File: src/rtl/gpio_pad_bank.sv
// gpio_pad_bank: NCH identical GPIO channels between the SoC GPIO port group
// and the board pad tristate buffers.
//   Output path : registered push-pull or open-drain drive (pad_out/pad_oe).
//   Input path  : SYNC_STAGES-deep synchroniser, optional debounce filter
//                 (DEB_CYCLES consecutive differing samples accept a change),
//                 filtered value gated by gpio_o_ie onto gpio_i_ival.
//   Events      : rise/fall pending flags per channel, set when the filtered
//                 value changes on an input-enabled channel, cleared by
//                 pend_clr (set wins); irq is the OR of all enabled flags.
// Ports:
//   clk, reset_n                   clock, async active-low reset
//   gpio_o_oval/oe/ie              SoC output value, output enable, input enable
//   od_en, deb_en                  per-channel open-drain / debounce select
//   rise_en, fall_en, pend_clr     interrupt masks, pending clear strobe
//   pad_in                         raw asynchronous pin level
//   pad_out, pad_oe                pad buffer value / drive enable
//   gpio_i_ival                    filtered input to SoC
//   rise_pend, fall_pend, irq      pending flags and combined interrupt
module gpio_pad_bank #(
  parameter int unsigned NCH         = 8,
  parameter int unsigned SYNC_STAGES = 2,
  parameter int unsigned DEB_CYCLES  = 16
) (
  input  logic           clk,
  input  logic           reset_n,
  input  logic [NCH-1:0] gpio_o_oval,
  input  logic [NCH-1:0] gpio_o_oe,
  input  logic [NCH-1:0] gpio_o_ie,
  input  logic [NCH-1:0] od_en,
  input  logic [NCH-1:0] deb_en,
  input  logic [NCH-1:0] rise_en,
  input  logic [NCH-1:0] fall_en,
  input  logic [NCH-1:0] pend_clr,
  input  logic [NCH-1:0] pad_in,
  output logic [NCH-1:0] pad_out,
  output logic [NCH-1:0] pad_oe,
  output logic [NCH-1:0] gpio_i_ival,
  output logic [NCH-1:0] rise_pend,
  output logic [NCH-1:0] fall_pend,
  output logic           irq
);

  localparam int unsigned     CW       = $clog2(DEB_CYCLES + 1);
  localparam logic [CW-1:0]   CNT_LAST = CW'(DEB_CYCLES - 1);

  logic [NCH-1:0] sync_q [SYNC_STAGES];
  logic [NCH-1:0] s;
  logic [NCH-1:0] f_q;
  logic [NCH-1:0] f_d;
  logic [CW-1:0]  cnt_q [NCH];
  logic [CW-1:0]  cnt_d [NCH];
  logic [NCH-1:0] rise_set;
  logic [NCH-1:0] fall_set;

  // Output drive: open-drain only ever pulls low; a 1 releases the line.
  always_ff @(posedge clk or negedge reset_n) begin
    if (!reset_n) begin
      pad_out <= '0;
      pad_oe  <= '0;
    end else begin
      pad_out <= gpio_o_oval & ~od_en;
      pad_oe  <= gpio_o_oe & ~(od_en & gpio_o_oval);
    end
  end

  always_ff @(posedge clk or negedge reset_n) begin
    if (!reset_n) begin
      for (int unsigned k = 0; k < SYNC_STAGES; k++) sync_q[k] <= '0;
    end else begin
      sync_q[0] <= pad_in;
      for (int unsigned k = 1; k < SYNC_STAGES; k++) sync_q[k] <= sync_q[k-1];
    end
  end

  assign s = sync_q[SYNC_STAGES-1];

  // Filter: any cycle where s matches f (or debounce is off) zeroes the count,
  // so a one-cycle bounce restarts the stability window.
  always_comb begin
    f_d = f_q;
    for (int unsigned i = 0; i < NCH; i++) begin
      cnt_d[i] = '0;
      if (!deb_en[i]) begin
        f_d[i] = s[i];
      end else if (s[i] != f_q[i]) begin
        if (cnt_q[i] == CNT_LAST) f_d[i] = s[i];
        else                      cnt_d[i] = cnt_q[i] + CW'(1);
      end
    end
  end

  // Edges are taken from the filter's next value so flags update with f.
  assign rise_set = f_d & ~f_q & gpio_o_ie;
  assign fall_set = ~f_d & f_q & gpio_o_ie;

  always_ff @(posedge clk or negedge reset_n) begin
    if (!reset_n) begin
      f_q       <= '0;
      rise_pend <= '0;
      fall_pend <= '0;
      for (int unsigned i = 0; i < NCH; i++) cnt_q[i] <= '0;
    end else begin
      f_q       <= f_d;
      rise_pend <= rise_set | (rise_pend & ~pend_clr);
      fall_pend <= fall_set | (fall_pend & ~pend_clr);
      for (int unsigned i = 0; i < NCH; i++) cnt_q[i] <= cnt_d[i];
    end
  end

  assign gpio_i_ival = gpio_o_ie & f_q;
  assign irq         = |((rise_pend & rise_en) | (fall_pend & fall_en));

endmodule

File: config.mk
export PLATFORM = sky130hd
export DESIGN_NAME = gpio_pad_bank
export DESIGN_NICKNAME = d
export VERILOG_FILES = /design/src/rtl/gpio_pad_bank.sv
export SDC_FILE = /design/constraint.sdc
export NUM_CORES = 1
export LEC_CHECK = 0
export CAP_MARGIN = 20
export CORE_AREA = 2 2 92 94
export CTS_BUF_LIST = sky130_fd_sc_hd__clkbuf_8
export DETAILED_ROUTE_END_ITERATION = 8
export DIE_AREA = 0 0 94 96
export GPL_TIMING_DRIVEN = 0
export PLACE_DENSITY = 0.8
export SLEW_MARGIN = 20
export SYNTH_ARGS = -nofsm -noshare
export SYNTH_HDL_FRONTEND = slang
export SYNTH_SLANG_ARGS = --single-unit
File: constraint.sdc
create_clock -name clk -period 1.45 [get_ports clk]
set_clock_uncertainty 0.05 [all_clocks]
set_input_delay 0.29 -clock clk [delete_from_list [all_inputs] [get_ports clk]]
set_output_delay 0.29 -clock clk [all_outputs]
set_load 0.02 [all_outputs]
==> metrics.md, run 1 <==
| Metric | Value |
|---|---|
| Avg Vias per Cell | `slightly above 5` |
| CTS Buf Count | `9` |
| Die span in y | `96 um` |
| Reg2reg end | `f_q[6]` |
| H-tree levels | `3` |
| N_diodes | `0` |
| Peak Freq | `around 0.54 GHz` |
| Number of flops mapped to enable cells by yosys | `0` |
| Fin. max-slew vios | `0` |
| Critical path launch point type | `flip-flop` |
| Syn Area/Cell | `between 10 and 15 um^2` |
| Routability cong. | `approximately 0.75` |
| Final nets | `about 520` |
| Total power | `around 5700 uW` |
| Setup WS post-layout | `-0.4184 ns` |
| Drt pass-1 iters | `4` |
| Fraction of layout instances using a drive strength above 1 | `23.65%` |
| Run status | `complete, but fails checks` |
| Crit path from | `fall_pend[2]` |
| Wire per inst | `~15 um` |
| Setup WS pre-CTS | `-0.8166 ns` |
| I/O Buffers | `around 110` |
| Io pins | `115` |
| Post-synth top cells | `96 x dfrtp_1, 29 x nor2_1, 23 x inv_1` |
| Most common cell in the netlist | `dfrtp_1` |
| Initial DRC count | `53` |
| CP arrival | `approximately 1.5 ns` |
| Leakage power total | `between 0.002 and 0.003 uW` |
| Critical Path Sink | `irq` |
| Slew of the pin with the lowest slew margin | `around 0.45 ns` |
| Hold Path Class | `input pin to flip-flop` |
| Setup Viol. Count Final | `1` |
| Final Util | `between 60% and 70%` |
| Post-route ant nets | `0` |
| VDD IR max | `752.0 uV` |
| Failing checks | `negative setup slack` |
| Seq/Total Area, Yosys | `between 60% and 70%` |
| Endpoints failing hold | `0` |
| Crit path kind | `flip-flop to primary output` |
| DRC violations left | `0` |
| Placed insts | `between 500 and 600` |
| Required @ worst endpoint | `around 1.1 ns` |
| Worst skew pair latency | `approximately 0.35 ns` |
| Relative slew slack | `between 70 and 80%` |
| Asr flop ratio synth | `100.0%` |
| Synth Flop Type | `dfrtp_1` |
| Total global routing overflow | `0` |
| CP Max Fanout | `3` |
| Starting density of the core | `46.81%` |
| Post-Syn Nets | `374` |
| Pwr/cell area | `approximately 1000 nW/um^2` |
| Total of max-cap violations | `0` |
| Synth top area cells | `dfrtp_1 64%, xor2_1 5.1%, a32o_1 3.2%, nor2_1 2.9%, ha_1 2.7%` |
| Syn Inst Count | `approximately 290` |
| Rows | `33` |
| Syn. warnings | `0` |
| Global-route wire length before repair | `12.59 mm` |
| R2R Setup Slk | `about 0.03 ns` |
| TritonCTS sink count | `96` |
| Die W | `around 94 um` |
| R2R depth | `4` |
| Core footprint | `between 8000 and 9000 um^2` |
| Synth area leader | `dfrtp_1` |
| Clock Path Buffers | `2` |
| CTS tree | `built` |
| Syn Std Cell Area | `roughly 3800 um^2` |
| Share of the synthesized area in the top cell type | `63.75%` |
| Detailed Place HPWL | `5.892 mm` |
| Post-Route Setup TNS | `-0.4184 ns` |
| Fin crit share | `128.9%` |
| #FFs+latches synth | `96` |
| CTS root buffer | `clkbuf_8` |
| Worst reg2reg path startpoint | `cnt_q[5]` |
| GRT Total Usage | `~18%` |
| Layout area overhead | `46.35%` |
| Clk slew on worst S/H paths | `around 0.090 ns` |
| Yosys cell types | `26` |
| RSZ-0062 raised after global routing | `true` |
| Worst setup EP type | `primary output` |
| Via count | `2778` |
| Vias in the first global route | `approximately 2800` |
| Fin cells | `549` |
| Die ar. | `9024 um^2` |
| Largest net degree at the start of global routing | `50` |
| Routed WL | `between 8 and 9 mm` |
| Initial antenna violation count | `0` |
| Final critical-path required period | `1.868 ns` |
[sequential cells by signal (all words and copies together) (netlist names)]
name	count
cnt_q	40
f_q	8
fall_pend	8
pad_oe	8
pad_out	8
rise_pend	8
s	8
sync_q	8
[worst min-delay path by stage]
stage,start,end,cells after the start
after CTS,sync_q[13],s[5],0
after floorplan,reset_n,cnt_q[0],0
final,gpio_o_ie[6],rise_pend[6],2
after global routing,gpio_o_ie[6],rise_pend[6],2
after detailed placement,reset_n,rise_pend[3],1
after global placement,sync_q[12],s[4],0
[kinds of logic (layout without fill, tap and decap cells)]
| group | count (synthesis) | in the layout | synth area share [%] |
|---|---|---|---|
| flops | 96 | 96 | 63.74 |
| buf+inv | 23 | 175 | 2.291 |
| mux | 8 | 8 | 2.590 |
| compound gates | 47 | 47 | 11.16 |
| fa+ha+maj | 8 | 8 | 2.656 |
| simple gates | 85 | 85 | 11.75 |
| xor+xnor | 25 | 25 | 5.810 |
[cell type report]
cell class / count / area (um^2)
fill: 603 / 2536
sequential: 96 / 2414
multi-input combinational: 173 / 1420
timing repair buffer: 136 / 1237
clock buffer: 13 / 178.9
tap: 105 / 131.4
inverter: 23 / 86.33
clock inverter: 3 / 47.55
[through the flow]
step	hold WS (ns)	cell area, um^2
6_report	0.2273	5515
5_1_grt	0.2410	5515
4_1_cts	0.3022	5350
3_5_place_dp	0.2039	5085
3_3_place_gp	0.2832	5056
2_1_floorplan	-0.05559	3784
[layer usage]
layer,track usage [%],vias to the layer above,part of all wire [%]
li1,-,1318,-
met1,22.39,1376,41
met2,31.61,73,52
met3,3.915,11,4.9
met4,7.005,0,1.5
met5,0,-,0
[layout by cell type, fill, tap and decap left out, drive strengths merged]
| cell type | Yosys | layout |
|---|---|---|
| and4 | 6 | 6 |
| mux2 | 8 | 8 |
| and3 | 9 | 9 |
| o211ai | 7 | 7 |
| a22o | 4 | 4 |
| nand3 | 16 | 16 |
| clkdlybuf4s15 | 0 | 6 |
| clkbuf | 0 | 19 |
| bufinv | 0 | 1 |
| clkdlybuf4s50 | 0 | 71 |
| o21a | 2 | 2 |
| nand4 | 1 | 1 |
| clkinv | 0 | 2 |
| dlymetal6s2s | 0 | 1 |
| nor2b | 8 | 8 |
| nor2 | 29 | 29 |
| xnor2 | 3 | 3 |
| dlygate4sd2 | 0 | 16 |
| nand2 | 8 | 8 |
| dlygate4sd3 | 0 | 1 |
| ha | 8 | 8 |
| nor3 | 2 | 2 |
| o21ai | 6 | 6 |
| buf | 0 | 35 |
| inv | 23 | 23 |
| o32ai | 4 | 4 |
| a32o | 12 | 12 |
| dfrtp | 96 | 96 |
| and2 | 6 | 6 |
| a221oi | 4 | 4 |
| xor2 | 22 | 22 |
| a21boi | 8 | 8 |
[worst max-delay path, stage by stage (launching register included)]
cell	delay, ns
dfrtp_2	0.43
a22o_4	0.28
a221oi_4	0.18
nand4_1	0.12
buf_4	0.17
[report_power, final]
part,switching (uW),total [uW],internal (uW),leakage (uW)
Combinational,414,898,484,0.00128
Sequential,103,2920,2820,0.00123
Clock,899,1890,994,0.000116
Total,1420,5710,4300,0.00263
[what timing repair did]
action                                 in CTS  in global routing
setup endpoints to repair                  43                 27
hold buffers                                1                  0
endpoints found under the hold margin      48                  0
resized for setup                          96                 37
buffers inserted                            9                 11
pin swaps                                   4                  7
Note: power is estimated with default switching activity, not from simulation.
==> run 2, diff against run 1 <==
--- a/config.mk
+++ b/config.mk
@@ -6,12 +6,12 @@
 export NUM_CORES = 1
 export LEC_CHECK = 0
 export CAP_MARGIN = 20
-export CORE_AREA = 2 2 92 94
+export CORE_AREA = 2 2 101 103
 export CTS_BUF_LIST = sky130_fd_sc_hd__clkbuf_8
 export DETAILED_ROUTE_END_ITERATION = 8
-export DIE_AREA = 0 0 94 96
+export DIE_AREA = 0 0 103 105
 export GPL_TIMING_DRIVEN = 0
-export PLACE_DENSITY = 0.8
+export PLACE_DENSITY = 0.68
 export SLEW_MARGIN = 20
 export SYNTH_ARGS = -nofsm -noshare
 export SYNTH_HDL_FRONTEND = slang
==> run 2 against run 1 <==
Net effect:
- the run still ends with negative setup slack left
- utilization fell by 11 points
- final cell count rose by 5.6%
- cell area fell by 0.32%
- clock power fell by 21%
- total power fell by 6.9%
- wire length fell by 3.7%
- sequential power barely moved
- sequential share of layout area rose by 0.14 points
- fmax rose by 0.59%
- worst setup slack improved by 0.011 ns
- critical path type unchanged
- critical endpoint unchanged
==> metrics.md, run 2 (synthesis gave the netlist of run 1 again) <==
| Metric | Value |
|---|---|
| Final nets | `between 500 and 600` |
| Initial DRC count | `62` |
| Die span in y | `105 um` |
| Relative slew slack | `~70%` |
| Clk slew on worst S/H paths | `roughly 0.09 ns` |
| Wire per inst | `about 14 um` |
| Slew of the pin with the lowest slew margin | `0.4322 ns` |
| Fin. max-slew vios | `0` |
| Worst skew pair latency | `about 0.36 ns` |
| Placed insts | `540` |
| Fin cells | `just under 600` |
| Slowest stage cell, crit path | `dfrtp_2` |
| Via count | `2685` |
| H-tree levels | `3` |
| TritonCTS sink count | `96` |
| Die ar. | `10820 um^2` |
| Worst hold slack | `slightly above 0.3 ns` |
| CP arrival | `1.52 ns` |
| Max FFs per register | `40` |
| Total of max-cap violations | `0` |
| Setup WS post-layout | `-0.4075 ns` |
| Routed WL | `7.899 mm` |
| Pwr/cell area | `roughly 970 nW/um^2` |
| Hold Path Depth | `0` |
| DRC violations left | `0` |
| Hold Path Class | `flip-flop to flip-flop` |
| Required @ worst endpoint | `1.11 ns` |
| Critical path launch point type | `flip-flop` |
| Top delay family on crit path | `compound AO/OA/AOI/OAI gates` |
| Fin crit share | `128.1%` |
| Most frequent cells in the layout | `87 x dfrtp_1, 72 x clkdlybuf4s50_1, 29 x nor2_1, 27 x buf_4, 26 x inv_1` |
| Drt pass-1 iters | `4` |
| Crit path kind | `flip-flop to primary output` |
| Failing checks | `negative setup slack` |
| Post-Route Setup TNS | `-0.4075 ns` |
| Fraction of layout instances using a drive strength above 1 | `24.16%` |
| RSZ-0062 raised after global routing | `true` |
| Buffers and inverters on the worst path | `1` |
| Starting density of the core | `between 30% and 40%` |
| Worst setup EP type | `primary output` |
| Detailed Place HPWL | `between 5 and 6 mm` |
| CTS tree | `built` |
| Io pins | `115` |
| Avg Vias per Cell | `around 4.6` |
| I/O Buffers | `approximately 110` |
| Commonest non-fill, non-tap cell in the layout | `dfrtp_1` |
| Crit-path cells | `a22o_4 -> a221oi_4 -> nand4_1 -> buf_2` |
| CP peak stage delay | `around 0.43 ns` |
| Final Util | `a little under three fifths` |
| CP Max Fanout | `2` |
| Largest net degree at the start of global routing | `just over 50` |
| Post-route ant nets | `0` |
| VDD IR max | `a little under 400 uV` |
| Routability cong. | `about 0.74` |
| GRT Total Usage | `14.93%` |
| R2R depth | `4` |
| Vias in the first global route | `roughly 2600` |
| Core footprint | `around 9600 um^2` |
| CTS root buffer | `clkbuf_8` |
| Peak Freq | `0.5384 GHz` |
| N_diodes | `0` |
| Initial antenna violation count | `0` |
| Fill count | `between 800 and 900` |
| Setup Viol. Count Final | `1` |
| Top reg by flops | `cnt_q` |
| Total global routing overflow | `0` |
| Levels on crit path | `4` |
| CTS Buf Count | `9` |
| Leakage power total | `between 0.002 and 0.003 uW` |
| Global-route wire length before repair | `between 10 and 15 mm` |
| Final critical-path required period | `between 1.5 and 2 ns` |
| Layout area overhead | `45.88%` |
| Endpoints failing hold | `0` |
| Run status | `complete, but fails checks` |
| Rows | `36` |
| Clock Path Buffers | `2` |
| Die W | `103 um` |
run 2: cell types whose count changed in the layout (fill, tap and decap cells not counted), sizes merged, moves of 2 or more:
cell           delta
clkdlybuf4s15     -2
buf               +4
clkinvlp          +3
clkbuf            -3
inv               +3
run 2: what timing repair did:
action                                  CTS  global route
endpoints found under the setup margin   43            28
gates cloned                              0             0
buffers inserted                         11            12
hold buffers                              1             0
pin swaps                                 1             8
gates resized for setup                 100            39
endpoints found under the hold margin    46             0
run 2: layout make-up:
cell class / count / area, um^2 / area share (%)
Sequential cell: 96 / 2414 / 43.90
Multi-Input combinational cell: 173 / 1399 / 25.44
Timing Repair Buffer: 139 / 1266 / 23.03
Tap cell: 133 / 166.4 / 3.027
Clock buffer: 9 / 123.9 / 2.253
Inverter: 23 / 86.33 / 1.570
Clock inverter: 7 / 42.54 / 0.7738
run 2: layer usage:
| layer | GRT usage (%) | wire length (um) | vias to the layer above |
|---|---|---|---|
| met2 | 23.05 | 3846 | 71 |
| met5 | 0 | 0 | - |
| met3 | 4.749 | 525 | 10 |
| li1 | - | - | 1324 |
| met4 | 4.793 | 100 | 0 |
| met1 | 19.92 | 3426 | 1280 |
run 2: worst reg2reg max path, stage by stage (launching register included):
cell and delay [ns]:
dfrtp_1 0.38, ha_1 0.22, nand3_2 0.12, o21a_4 0.23, mux2_4 0.29
run 2: path summary, 6_finish.rpt:
path,start,end,slack (ns)
hold reg to reg,sync_q[15],s[7],0.30
hold / removal,sync_q[15],s[7],0.30
max in group asynchronous,reset_n,fall_pend[4],0.39
setup reg to reg,cnt_q[35],f_q[0],0.06
setup / recovery,rise_pend[2],irq,-0.41
min in group asynchronous,reset_n,cnt_q[29],0.36
run 2: where the power goes:
| part | switching (uW) | leakage [uW] | total (uW) | internal [uW] |
|---|---|---|---|---|
| clock network | 893 | 0.0000852 | 1500 | 608 |
| logic | 412 | 0.00129 | 901 | 489 |
| registers | 98.8 | 0.00123 | 2920 | 2820 |
run 2: per-stage QoR:
| step | power (uW) | cell area, um^2 | setup WS (ns) |
|---|---|---|---|
| after CTS | 5320 | 5361 | -0.4329 |
| after floorplan | 3302 | 3784 | 0.00001565 |
| final | 5319 | 5498 | -0.4075 |
| after detailed placement | 3817 | 5120 | -0.8086 |
| after global placement | 3791 | 5091 | -3.827 |
| after global routing | 5605 | 5498 | -0.4875 |
==> run 3, diff against run 2 <==
--- a/config.mk
+++ b/config.mk
@@ -5,7 +5,6 @@
 export SDC_FILE = /design/constraint.sdc
 export NUM_CORES = 1
 export LEC_CHECK = 0
-export CAP_MARGIN = 20
 export CORE_AREA = 2 2 101 103
 export CTS_BUF_LIST = sky130_fd_sc_hd__clkbuf_8
 export DETAILED_ROUTE_END_ITERATION = 8
==> results of run 3 <==
The final DEF is identical to that of run 2; final timing and power are the same.
